File: src/rtl/mem_stage.sv
// MIPS memory-access stage: branch resolve, req/ack data-memory FSM with timeout, MEM/WB register.
// Optional misaligned-access trap enabled by defining MEM_MISALIGN_TRAP_EN.
module mem_stage #(
    parameter int TIMEOUT = 16
) (
    input  logic        clk,
    input  logic        rst_n,
    input  logic        MEM_MemtoReg,
    input  logic        MEM_RegWrite,
    input  logic        MEM_Branch,
    input  logic        MEM_MemRead,
    input  logic        MEM_MemWrite,
    input  logic        MEM_zero,
    input  logic [31:0] MEM_ALU_res,
    input  logic [31:0] MEM_rdata2,
    input  logic [4:0]  MEM_wreg,
    output logic        MEM_PCSrc,
    output logic        stall,
    output logic        dm_req,
    output logic        dm_we,
    output logic [31:0] dm_addr,
    output logic [31:0] dm_wdata,
    input  logic        dm_ack,
    input  logic [31:0] dm_rdata,
    output logic        WB_MemtoReg,
    output logic        WB_RegWrite,
    output logic [31:0] WB_ALU_res,
    output logic [31:0] WB_mdata,
    output logic [4:0]  WB_wreg,
    output logic        bus_err,
    output logic        misalign
);

    localparam int CW = (TIMEOUT > 2) ? $clog2(TIMEOUT) : 1;

    typedef enum logic {
        IDLE,
        ACCESS
    } state_e;

    state_e        state_q, state_d;
    logic [CW-1:0] cnt_q, cnt_d;

    logic        mem_op, mis_addr, last_cnt;
    logic        ack_take, timeout_hit, mis_hit;

    logic        wb_memtoreg_q, wb_memtoreg_d;
    logic        wb_regwrite_q, wb_regwrite_d;
    logic [31:0] wb_alu_res_q,  wb_alu_res_d;
    logic [31:0] wb_mdata_q,    wb_mdata_d;
    logic [4:0]  wb_wreg_q,     wb_wreg_d;
    logic        bus_err_q,     bus_err_d;
    logic        misalign_q,    misalign_d;

    assign mem_op = MEM_MemRead | MEM_MemWrite;

`ifdef MEM_MISALIGN_TRAP_EN
    assign mis_addr = mem_op & (MEM_ALU_res[1:0] != 2'b00);
`else
    assign mis_addr = 1'b0;
`endif

    assign last_cnt  = (cnt_q == CW'(TIMEOUT - 1));
    assign MEM_PCSrc = MEM_Branch & MEM_zero;
    assign dm_addr   = {MEM_ALU_res[31:2], 2'b00};
    assign dm_wdata  = MEM_rdata2;

    // NOTE: sequential state uses non-blocking assignments so every flop samples pre-edge values.
    always_ff @(posedge clk or negedge rst_n) begin
        if (!rst_n) begin
            state_q <= IDLE;
            cnt_q   <= '0;
        end else begin
            state_q <= state_d;
            cnt_q   <= cnt_d;
        end
    end

    // NOTE: every combinational output gets a default first so no path infers a latch.
    always_comb begin
        state_d = state_q;
        cnt_d   = cnt_q;
        unique case (state_q)
            IDLE: begin
                if (mem_op && !mis_addr) begin
                    state_d = ACCESS;
                    cnt_d   = '0;
                end
            end
            ACCESS: begin
                if (dm_ack || last_cnt) state_d = IDLE;
                else                    cnt_d   = cnt_q + 1'b1;
            end
            default: state_d = IDLE;
        endcase
    end

    // Bus and stall are gated by rst_n so they fall the instant reset asserts.
    always_comb begin
        dm_req      = 1'b0;
        dm_we       = 1'b0;
        stall       = 1'b0;
        ack_take    = 1'b0;
        timeout_hit = 1'b0;
        mis_hit     = 1'b0;
        if (rst_n) begin
            unique case (state_q)
                IDLE: begin
                    stall   = mem_op & ~mis_addr;
                    mis_hit = mis_addr;
                end
                ACCESS: begin
                    dm_req      = 1'b1;
                    dm_we       = MEM_MemWrite;
                    stall       = ~dm_ack & ~last_cnt;
                    ack_take    = dm_ack;
                    timeout_hit = ~dm_ack & last_cnt;
                end
                default: ;
            endcase
        end
    end

    // MEM/WB next value; priority keeps ack ahead of timeout in the same cycle.
    always_comb begin
        wb_memtoreg_d = wb_memtoreg_q;
        wb_regwrite_d = wb_regwrite_q;
        wb_alu_res_d  = wb_alu_res_q;
        wb_mdata_d    = wb_mdata_q;
        wb_wreg_d     = wb_wreg_q;
        bus_err_d     = 1'b0;
        misalign_d    = 1'b0;
        if (stall) begin
            wb_memtoreg_d = 1'b0;
            wb_regwrite_d = 1'b0;
        end else if (ack_take) begin
            wb_memtoreg_d = MEM_MemtoReg;
            wb_regwrite_d = MEM_RegWrite;
            wb_alu_res_d  = MEM_ALU_res;
            wb_mdata_d    = dm_rdata;
            wb_wreg_d     = MEM_wreg;
        end else if (timeout_hit) begin
            wb_memtoreg_d = 1'b0;
            wb_regwrite_d = 1'b0;
            bus_err_d     = 1'b1;
        end else if (mis_hit) begin
            wb_memtoreg_d = 1'b0;
            wb_regwrite_d = 1'b0;
            misalign_d    = 1'b1;
        end else begin
            wb_memtoreg_d = MEM_MemtoReg;
            wb_regwrite_d = MEM_RegWrite;
            wb_alu_res_d  = MEM_ALU_res;
            wb_wreg_d     = MEM_wreg;
        end
    end

    always_ff @(posedge clk or negedge rst_n) begin
        if (!rst_n) begin
            wb_memtoreg_q <= 1'b0;
            wb_regwrite_q <= 1'b0;
            wb_alu_res_q  <= '0;
            wb_mdata_q    <= '0;
            wb_wreg_q     <= '0;
            bus_err_q     <= 1'b0;
            misalign_q    <= 1'b0;
        end else begin
            wb_memtoreg_q <= wb_memtoreg_d;
            wb_regwrite_q <= wb_regwrite_d;
            wb_alu_res_q  <= wb_alu_res_d;
            wb_mdata_q    <= wb_mdata_d;
            wb_wreg_q     <= wb_wreg_d;
            bus_err_q     <= bus_err_d;
            misalign_q    <= misalign_d;
        end
    end

    assign WB_MemtoReg = wb_memtoreg_q;
    assign WB_RegWrite = wb_regwrite_q;
    assign WB_ALU_res  = wb_alu_res_q;
    assign WB_mdata    = wb_mdata_q;
    assign WB_wreg     = wb_wreg_q;
    assign bus_err     = bus_err_q;
    assign misalign    = misalign_q;

endmodule

File: config.mk
export PLATFORM = sky130hd
export DESIGN_NAME = mem_stage
export DESIGN_NICKNAME = d
export VERILOG_FILES = /design/src/rtl/mem_stage.sv
export SDC_FILE = /design/constraint.sdc
export NUM_CORES = 1
export LEC_CHECK = 0
export BUFFER_PORTS_ARGS = -buffer_cell sky130_fd_sc_hd__buf_2
export CORE_AREA = 2 2 123 89
export DETAILED_ROUTE_END_ITERATION = 8
export DIE_AREA = 0 0 125 91
export PLACE_DENSITY = 0.74
export REMOVE_ABC_BUFFERS = 1
export SYNTH_ARGS = -nofsm -noshare
export SYNTH_HDL_FRONTEND = slang
export SYNTH_SLANG_ARGS = --single-unit
File: constraint.sdc
create_clock -name clk -period 3.88 [get_ports clk]
set_input_delay 0.97 -clock clk [delete_from_list [all_inputs] [get_ports clk]]
set_output_delay 0.97 -clock clk [all_outputs]
set_load 0.01 [all_outputs]
### After elaboration in Yosys (flattened, before gate mapping)

Cells that the tools add are included.

* register bits after elaboration: 77
* input bits: 110
* output and inout port bits: 141
* logic and storage cells: 54

* add/sub/neg operators: 1
* eq/ne operators: 4
* multiplexer cells: 29
* bitwise gates (word level): 8
* reduce and logical (&&, ||, !) cells: 4

Operators with widths (number)
* $mux W32: 2
* $mux W1: 20
* $mux W5: 2
* $mux W4: 2
* $pmux W4 S2: 1
* $ne A2 B2 Y1 const B: 3
* $reduce_and A2 Y1: 3
* $add A4 B1 Y4 const B: 1
* $eq A4 B4 Y1 const B: 1
* $not A1 Y1: 4
* $pmux W1 S2: 2
* $and A1 B1 Y1: 3
* $logic_or A1 B1 Y1: 1
* $or A1 B1 Y1: 1

### Logic depth before layout (Yosys ltp)

* word-level depth: 7
* gate-level depth with buffers: 5
* depth with buffers taken out: 4

### Worst setup path before layout

No wires, ideal clock.

* path type: in2out
* start point: input port MEM_MemRead
* end point: output port stall
* arrival: 1.531 ns
* data required time: 2.910 ns
* setup slack: 1.379 ns
* cell stages on the path: 3
* buffers on the path: 0
* path through: o21bai_1 -> o21ai_1 -> and2_1

* longest elaborated chain between the ends: 3

Ends and longest elaborated chain
* from (decl): line 11 `input logic MEM_MemRead,`
* $or A1 B1 Y1: line 55 `assign mem_op = MEM_MemRead | MEM_MemWrite;`
* $pmux W1 S2: line 107 `unique case (state_q)`
* $mux W1: line 106 `if (rst_n) begin`
* to (decl): line 18 `output logic stall,`

Every way passes these cells.

### Worst setup path in the final report

Ends and elaborated chain as after synthesis.

==> flow_metrics.tcl <==
set metrics [dict create \
    post_drt_wl_per_cell_um 17.6 \
    timing.final.crit_share_pct 73.3 \
    finalCriticalPeriod_ns 2.85 \
    cp.arrival_ns 1.88 \
    hold_path_depth 1 \
    multiInputGateArea_um2 1030 \
    yosysUniqueCellTypes 26 \
    powerDensity_nw_per_um2 580 \
    vias 2272 \
    cpMostUsedCell "buf_2" \
    vdd_ir_drop_max_uv 230 \
    vias_per_cell 4.44 \
    hold_class "flop to flop" \
    grt_pass1_vias 2319 \
    overflow 0 \
    syn_to_final_growth_pct 23.0 \
    status "finished clean" \
    grt_pass1_wl_um 13300 \
    ios 251 \
    fp.dieH_um 91 \
    synth_cells 249 \
    clock_sinks 77 \
    grt.total_usage_pct 15.7 \
    yosysTopAreaCellShare_pct 54.7 \
    cp_slowest_stage_delay_ns 0.30 \
    holdBufCountCts 0 \
    yosysWarnings 0 \
    hold_violations 0 \
    clk_pin_slew_ns 0.06 \
    setup_viol 0 \
    setup_tns_ns 0 \
    core_area_um2 10200 \
    ctsLongestPathBuffers 2 \
    stdcell_area_um2 4330 \
    drt-total-wl_um 9000 \
    cp-end-kind "primary output" \
    nets 486 \
    synth_area_um2 3520 \
    dp_hpwl_um 7090 \
    port_buffers 183 \
    rsz0062_at_grt "false" \
    grt_max_degree 57 \
    fin_worst_skew_ns 0.00380 \
    regArea_um2 1930 \
    crit_chain "buf_2, o21bai_1, o21ai_1, and2_1, buf_2" \
    ys_ff_latch 77 \
    cts_setup_buffers 0 \
    power_mw 2.51 \
    gp_congestion 0.732 \
    ys_top_cells_by_count "dfrtp_1 (77), buf_4 (67), mux2_2 (59)" \
    fmax_ghz 0.351 \
    cp.required_ns 2.91 \
    drt-pass1-iter-count 4 \
    reg2reg_depth 3 \
    antenna_found_initial 0 \
    critPathMaxFanout 5 \
    postLayoutCoreUtil_pct 42.6 \
    hold-worst-slack_ns 0.499 \
    numCtsBuffers 9 \
    ys_seq_area_share_pct 54.7 \
    ys.flop_type "dfrtp_1" \
    start_util_pct 34.6 \
    rows 31 \
    clk_latency_ns 0.33 \
    cp_slowest_cell "o21bai_1" \
    die_x_um 125 \
    synth_enable_flop_cells 0 \
    insertedDiodeCount 0 \
    cts_htree_levels 3 \
    p_leak_nw 2.21 \
    tritoncts "yes" \
    drt_iter0_markers 54 \
    yosysMostFrequentCell "dfrtp_1" \
    synth_top_area_cell "dfrtp_1" \
    fill_cells 956 \
    post_cts_resized 0 \
    synth_area_leaders "dfrtp_1 (55%), mux2_2 (19%), buf_4 (14%)" \
    worst_slew_pin_slew_ns 0.691 \
    drc 0 \
    drv_cap 0 \
    slew_violations 0 \
    slew_headroom_pct 54.0 \
    syn_avg_cell_area_um2 14.1 \
    detailed_place.area_um2 4060 \
    die_area_um2 11400 \
    synthArstFlopShare_pct 100 \
    drive_gt1_share_pct 71.6 \
    ant_nets 0 \
    worst-setup-path-type "input port to primary output" \
    ctsRootBufferMaster "clkbuf_16" \
    start_kind "input port" \
]
-- flip-flops by register name, summed over array words and instances (netlist names) --
register	flops
WB_MemtoReg	1
WB_ALU_res	32
WB_wreg	5
WB_mdata	32
state_q	1
WB_RegWrite	1
bus_err	1
cnt_q	4
-- placed cells by master (no fill, tap or decap) --
cell	n
nor2b_1	1
dfrtp_1	77
nand4_1	1
conb_1	3
o21ai_1	1
and2_2	1
nand2_1	4
inv_1	1
o21bai_1	1
clkbuf_16	9
and3_1	3
clkinv_2	4
and2_1	4
o21ai_0	2
nand2b_1	1
mux2i_1	2
nand3_1	2
ha_1	1
o311ai_4	1
mux2_2	59
nand2_4	1
buf_4	3
xnor2_1	1
o211ai_1	2
mux2_4	9
buf_2	182
mux2_1	1
clkinvlp_4	3
-- per-layer routing --
metal	track usage, %	up-vias	wire, um	part of all wire [%]
li1	-	1026	-	-
met4	3.61	2	72	0.80
met1	18.4	1071	3610	40
met3	15.8	8	1770	20
met2	19.4	165	3470	38
met5	6.33	-	80	0.89
-- where the power goes --
group	internal, mW	switching, mW
Clock	0.427	0.317
Combinational	0.351	0.315
Sequential	1.00	0.104
Total	1.78	0.736
-- final timing paths --
kind                                 from        endpoint  slack (ns)
setup / recovery              MEM_MemRead           stall        1.03
hold / removal             WB_ALU_res[20]  WB_ALU_res[20]        0.50
setup reg to reg                  state_q   WB_ALU_res[5]        2.09
hold reg to reg            WB_ALU_res[20]  WB_ALU_res[20]        0.50
max in group asynchronous           rst_n     WB_mdata[8]        2.29
min in group asynchronous           rst_n    WB_mdata[27]        0.56
-- logic make-up after synthesis --
| kind of cell | Yosys count | synth area share (%) |
|---|---|---|
| AOI/OAI and AO/OA | 7 | 1.81 |
| buffers and inverters | 73 | 16.1 |
| muxes | 71 | 23.6 |
| and+or+nand+nor | 18 | 3.02 |
| adders and majority gates | 1 | 0.355 |
| DFF | 77 | 54.7 |
| other | 1 | 0.107 |
| xor gates and xnor gates | 1 | 0.249 |
-- stage by stage --
step                instances  setup slack [ns]
finish                    512              1.03
global route              512             0.918
CTS                       512              1.04
detailed placement        496              1.04
global placement          496              1.07
floorplan                 179              1.19
-- layout make-up --
class,instances,area share (%)
flip-flops and latches,77,44.5
repair buffers,185,21.6
clock buffers,9,5.20
multi-input cells,101,23.9
inverters,1,0.0867
clock inverters,7,0.982
well taps,132,3.81
-- critical path: cells and delay by family --
kind	cells	cell delay (ns)
AO/OA/AOI/OAI	2	0.47
AND/OR/NAND/NOR	1	0.19
buffers and inverters	2	0.25
Power figures use the tool's default switching activity.
